### config.mk
export PLATFORM = sky130hd
export DESIGN_NAME = centisecond_tick
export DESIGN_NICKNAME = d
export VERILOG_FILES = /design/src/rtl/centisecond_tick.sv
export SDC_FILE = /design/constraint.sdc
export NUM_CORES = 1
export LEC_CHECK = 0
export CAP_MARGIN = 25
export CORE_MARGIN = 5
export CORE_UTILIZATION = 45
export DETAILED_ROUTE_END_ITERATION = 8
export GPL_TIMING_DRIVEN = 0
export PLACE_DENSITY = 0.87
export SLEW_MARGIN = 40
export SYNTH_ARGS = -nofsm -noshare
export SYNTH_HDL_FRONTEND = slang
export SYNTH_SLANG_ARGS = --single-unit
### constraint.sdc
create_clock -name i_clk_0_001s -period 1.6 [get_ports i_clk_0_001s]
set_input_delay 0.32 -clock i_clk_0_001s [delete_from_list [all_inputs] [get_ports i_clk_0_001s]]
set_output_delay 0.32 -clock i_clk_0_001s [all_outputs]
set_load 0.01 [all_outputs]
### src/rtl/centisecond_tick.sv
// Centisecond tick generator: start/stop/clear button FSM that drives a phase counter and tick strobe.
// Optional button debouncing is enabled by defining CENTISECOND_TICK_DEBOUNCE_EN.
module centisecond_tick #(
    parameter int DIV         = 10,
    parameter int HIGH_CYCLES = 5,
    parameter int DB_CYCLES   = 20
) (
    input  logic       i_clk_0_001s,
    input  logic       i_reset,
    input  logic [4:0] state,
    input  logic       is_modify,
    input  logic       i_start,
    input  logic       i_stop,
    input  logic       i_clear,
    output logic       o_enable,
    output logic [3:0] o_ms,
    output logic       o_run,
    output logic       o_clear
);

    typedef enum logic [1:0] {IDLE, RUN, PAUSE} fsm_t;

    localparam logic [3:0] MS_MAX = 4'(DIV - 1);
    localparam logic [3:0] MS_HI  = 4'(HIGH_CYCLES);

    // Button vector order: [2]=clear, [1]=stop, [0]=start
    logic [2:0] btn_raw;
    logic [2:0] btn;
    assign btn_raw = {i_clear, i_stop, i_start};

    // The field selector is part of the external interface but does not affect ticking
    logic unused_state;
    assign unused_state = ^state;

`ifdef CENTISECOND_TICK_DEBOUNCE_EN
    localparam int CW = $clog2(DB_CYCLES + 1);

    logic [2:0]         db_q;
    logic [2:0][CW-1:0] db_cnt_q;

    // Output flips only after DB_CYCLES consecutive samples that disagree with it
    always_ff @(posedge i_clk_0_001s) begin
        if (i_reset) begin
            db_q     <= '0;
            db_cnt_q <= '0;
        end else begin
            for (int i = 0; i < 3; i++) begin
                if (btn_raw[i] != db_q[i]) begin
                    if (db_cnt_q[i] == CW'(DB_CYCLES - 1)) begin
                        db_q[i]     <= btn_raw[i];
                        db_cnt_q[i] <= '0;
                    end else begin
                        db_cnt_q[i] <= db_cnt_q[i] + CW'(1);
                    end
                end else begin
                    db_cnt_q[i] <= '0;
                end
            end
        end
    end

    assign btn = db_q;
`else
    logic [31:0] unused_db;
    assign unused_db = DB_CYCLES;
    assign btn       = btn_raw;
`endif

    logic [2:0] prev_q;
    logic [2:0] ev_q;

    // Release detection; the registered flag is consumed on the following edge
    always_ff @(posedge i_clk_0_001s) begin
        if (i_reset) begin
            prev_q <= '0;
            ev_q   <= '0;
        end else begin
            prev_q <= btn;
            ev_q   <= prev_q & ~btn;
        end
    end

    fsm_t       fsm_q, fsm_d;
    logic [3:0] ms_q, ms_d;
    logic       en_q, en_d;
    logic       run_q, run_d;
    logic       clr_q, clr_d;

    always_ff @(posedge i_clk_0_001s) begin
        if (i_reset) begin
            fsm_q <= IDLE;
            ms_q  <= '0;
            en_q  <= 1'b0;
            run_q <= 1'b0;
            clr_q <= 1'b0;
        end else begin
            fsm_q <= fsm_d;
            ms_q  <= ms_d;
            en_q  <= en_d;
            run_q <= run_d;
            clr_q <= clr_d;
        end
    end

    always_comb begin
        fsm_d = fsm_q;
        ms_d  = ms_q;
        if (ev_q[2]) begin
            fsm_d = IDLE;
        end else if (is_modify) begin
            if (fsm_q == RUN) fsm_d = PAUSE;
        end else if (ev_q[1]) begin
            if (fsm_q == RUN) fsm_d = PAUSE;
        end else if (ev_q[0]) begin
            if (fsm_q == IDLE || fsm_q == PAUSE) fsm_d = RUN;
        end

        // Leaving IDLE shows phase 0 first; resuming from PAUSE advances immediately
        if (fsm_d == IDLE) begin
            ms_d = '0;
        end else if (fsm_d == RUN && fsm_q != IDLE) begin
            ms_d = (ms_q == MS_MAX) ? 4'd0 : ms_q + 4'd1;
        end

        en_d  = (fsm_d != IDLE) && (ms_d < MS_HI);
        run_d = (fsm_d == RUN);
        clr_d = ev_q[2];
    end

    assign o_ms     = ms_q;
    assign o_enable = en_q;
    assign o_run    = run_q;
    assign o_clear  = clr_q;

endmodule

==> results.tsv, run 1 <==
stage	metric	value	unit
run_status	status	finished clean	
worst_setup_path	end_kind	primary output	
floorplan	die_h	49.0	um
pwr	irDropWorstVdd	752	uV
synth	synth_area_per_cell	9.80	um^2
synth	synth_seq_cells	15	
run	cap_violations	0	
worst_setup_path	arrival	1.22	ns
synth	synth_area	686	um^2
global_routing	grt_pass1_wl	2160	um
worst_setup_path	crit_buf_inv	1	
pwr	p_leak	0.337	nW
placement	gp_congestion	0.913	
cells_and_area	fin_area	872	um^2
timing	worst_slack	0.0613	ns
timing	period_share	96.2	%
timing	finalHoldViolCount	0	
clocking	cts_sinks	15	
synth	yosys.cell_types.count	26	
pwr	p_sw_share	22.3	%
timing	fmax	650	MHz
cells_and_area	nFillCells	145	
floorplan	die_w	49.0	um
synth	seq_area_frac_synth	43.8	%
routing	drt_first_pass_iters	3	
placement	dpl.cell_count	98	
pwr	p_per_area	733	nW/um^2
global_routing	gr-usage-all-layers	11.6	%
placement	dp_slack	-0.259	ns
worst_setup_path	cp_top_family	buffers and inverters	
pwr	switchingPower	0.143	mW
cells_and_area	nets	100	
floorplan	core	1470	um^2
cells_and_area	utilization	59.3	%
cells_and_area	most-common-layout-cells	dfxtp_1, clkdlybuf4s50_1, nor2b_1, nor2_1, inv_1	
clocking	clk_pin_slew_worst_paths	0.09	ns
floorplan	die-area	2400	um^2
timing	slew-limit-headroom	78.1	%
routing	drt.antenna.violating_nets	0	
clocking	tritoncts	yes	
cells_and_area	drive_above_1_share	18.6	%
worst_setup_path	crit_fanout	7	
cells_and_area	area_delta_synth_final	27.2	%
worst_setup_path	critPathLaunchType	register	
pwr	p_clk_share	33.4	%
pwr	power_frac_comb	6.7	%
timing	worst_hold_slack	0.461	ns
clocking	numCtsBuffers	3	
worst_setup_path	path_depth	1	
global_routing	globalRouteOverflowTotal	0	
pwr	power_report.internal_total	0.497	mW
global_routing	grt_pass1_vias	522	
worst_setup_path	crit_type	reg -> out	
routing	drcViolationCount	0	
clocking	cts_max_path_buffers	2	
worst_setup_path	cp.required	1.28	ns
routing	routed_wl	1280	um
cells_and_area	n_antenna_cell	0	
routing	num_vias	562	
synth	yosys_warnings	0	
routing	avgViaCountPerCell	5.51	
floorplan	ios	18	
routing	wl_per_cell	12.5	um
placement	hpwl	965	um
worst_hold_path	hold_class	reg -> reg	
floorplan	start_util	46.6	%
routing	drtIter0Drc	6	
worst_setup_path	worstReg2RegStart	o_ms[1]$_SDFF_PP0_	
placement	portBuffers	12	
synth	netlist_instances	70	
clocking	cts_root_buf	clkbuf_4	
worst_setup_path	cp-startpoint	o_ms[2]$_SDFF_PP0_	
worst_setup_path	rr_worst_depth	6	
timing	worst_slew_pin_slew	0.327	ns
global_routing	antenna_found_initial	0	
timing	fin_crit	1.54	ns
worst_setup_path	crit_chain	clkdlybuf4s50_1	
global_routing	grt_max_degree	11	
worst_setup_path	max_stage_delay	0.55	ns
cells_and_area	instances_no_fill	102	
pwr	p_seq_share	60.0	%
clocking	hold_buffers	0	
clocking	clock_latency	0.28	ns
timing	drv_slew	0	
timing	setup_violations	0	
pwr	p_total	0.639	mW
worst_setup_path	r2r_end	o_enable$_SDFF_PP0_	
synth	synth_nets	83	
timing	skew	0.00118	ns
clocking	htree_levels	1	
timing	setup_tns	0	ns
worst_setup_path	crit_end	o_ms[2]	
worst_setup_path	crit_slowest_cell	clkdlybuf4s50_1	
floorplan	placementRows	14	
timing	rsz0062_at_grt	false	
placement	placed_area	826	um^2
worst_setup_path	r2r_slack	0.09	ns
==> worst register-to-register path, cell delays in order (launching register included) <==
cell	delay, ns
dfxtp_2	0.38
inv_1	0.07
ha_1	0.20
and3b_1	0.22
or2_2	0.28
mux2i_1	0.16
a31oi_1	0.09
==> worst min path at each step <==
stage / start / cells after the start / slack, ns / endpoint
5_1_grt: prev_q[2]$_SDFF_PP0_ / 1 / 0.48 / ev_q[2]$_SDFF_PP0_
6_report: prev_q[2]$_SDFF_PP0_ / 1 / 0.46 / ev_q[2]$_SDFF_PP0_
3_5_place_dp: prev_q[2]$_SDFF_PP0_ / 1 / 0.45 / ev_q[2]$_SDFF_PP0_
4_1_cts: prev_q[2]$_SDFF_PP0_ / 1 / 0.46 / ev_q[2]$_SDFF_PP0_
3_3_place_gp: prev_q[0]$_SDFF_PP0_ / 1 / 0.45 / ev_q[0]$_SDFF_PP0_
2_1_floorplan: i_start / 1 / 0.40 / ev_q[0]$_SDFF_PP0_
==> synth_stat cells <==
library cell  count  area share (%)
nand2b_1          2             1.8
ha_1              2             3.6
a31oi_1           3             2.7
mux2i_1           3             4.4
o21ba_2           1             1.5
and3b_1           2             2.6
o221a_2           1             1.6
or2_2             1            0.91
dfxtp_1          15              44
buf_6             1             1.6
o2111ai_1         1             1.3
nor3_1            1            0.73
o211ai_1          3             3.3
o21ai_0           2             1.5
and4b_1           1             1.5
inv_1             5             2.7
a211o_1           3             3.8
o21a_1            1             1.1
nand2_1           1            0.55
or3b_4            1             1.6
nor3b_1           4             4.4
nor2_1            6             3.3
a21oi_1           1            0.73
nor2b_1           6             5.5
a211oi_1          2             2.2
and2b_2           1             1.3
==> power by group through the flow <==
stage / clock network [mW] / logic, mW / registers (mW)
floorplan: 0 / 0.0204 / 0.393
global placement: 0 / 0.0405 / 0.393
detailed placement: 0 / 0.0416 / 0.394
CTS: 0.226 / 0.0418 / 0.385
global route: 0.244 / 0.0460 / 0.385
finish: 0.213 / 0.0425 / 0.383
==> flip-flops by register name, summed over array words and instances (netlist names) <==
register and cells:
o_enable 1, o_run 1, o_clear 1, prev_q 3
o_ms 4, fsm_q 2, ev_q 3
==> cells by family (layout without fill, tap and decap cells) <==
family,Yosys count,in the layout,synth area share (%)
AOI/OAI and AO/OA,18,18,19.7
adders and majority gates,2,2,3.65
buffers and inverters,6,22,4.38
DFF,15,15,43.8
muxes,3,3,4.38
and+or+nand+nor,26,26,24.1
==> metal layers <==
layer | vias up | global-route usage (%) | wire length (um)
met5 | - | 0 | 0
met4 | 0 | 2.69 | 14
met3 | 2 | 7.34 | 104
met2 | 15 | 18.9 | 623
met1 | 258 | 12.4 | 537
li1 | 287 | - | -
==> cell type report <==
type	instances	area, um^2	area share (%)
multi-input cells	49	364	41.8
flip-flops and latches	15	308	35.3
repair buffers	12	123	14.1
clock buffers	3	22.5	2.58
well taps	16	20.0	2.30
inverters	5	18.8	2.15
plain buffers	1	11.3	1.29
clock inverters	1	5.00	0.574
==> repair_timing <==
item,in CTS,in global routing
endpoints found under the setup margin,3,7
gates cloned,0,0
gates resized for setup,3,5
buffers inserted,0,0
No activity file was read; power rests on OpenSTA's default activity.
==> inputs of run 2 (changes only) <==
CAP_MARGIN = unset   (was 25)
HOLD_SLACK_MARGIN = 0.03   (was unset)
SKIP_CTS_REPAIR_TIMING = 1   (was unset)
==> results of run 2 <==
The final DEF is identical to that of run 1; final timing and power are the same.
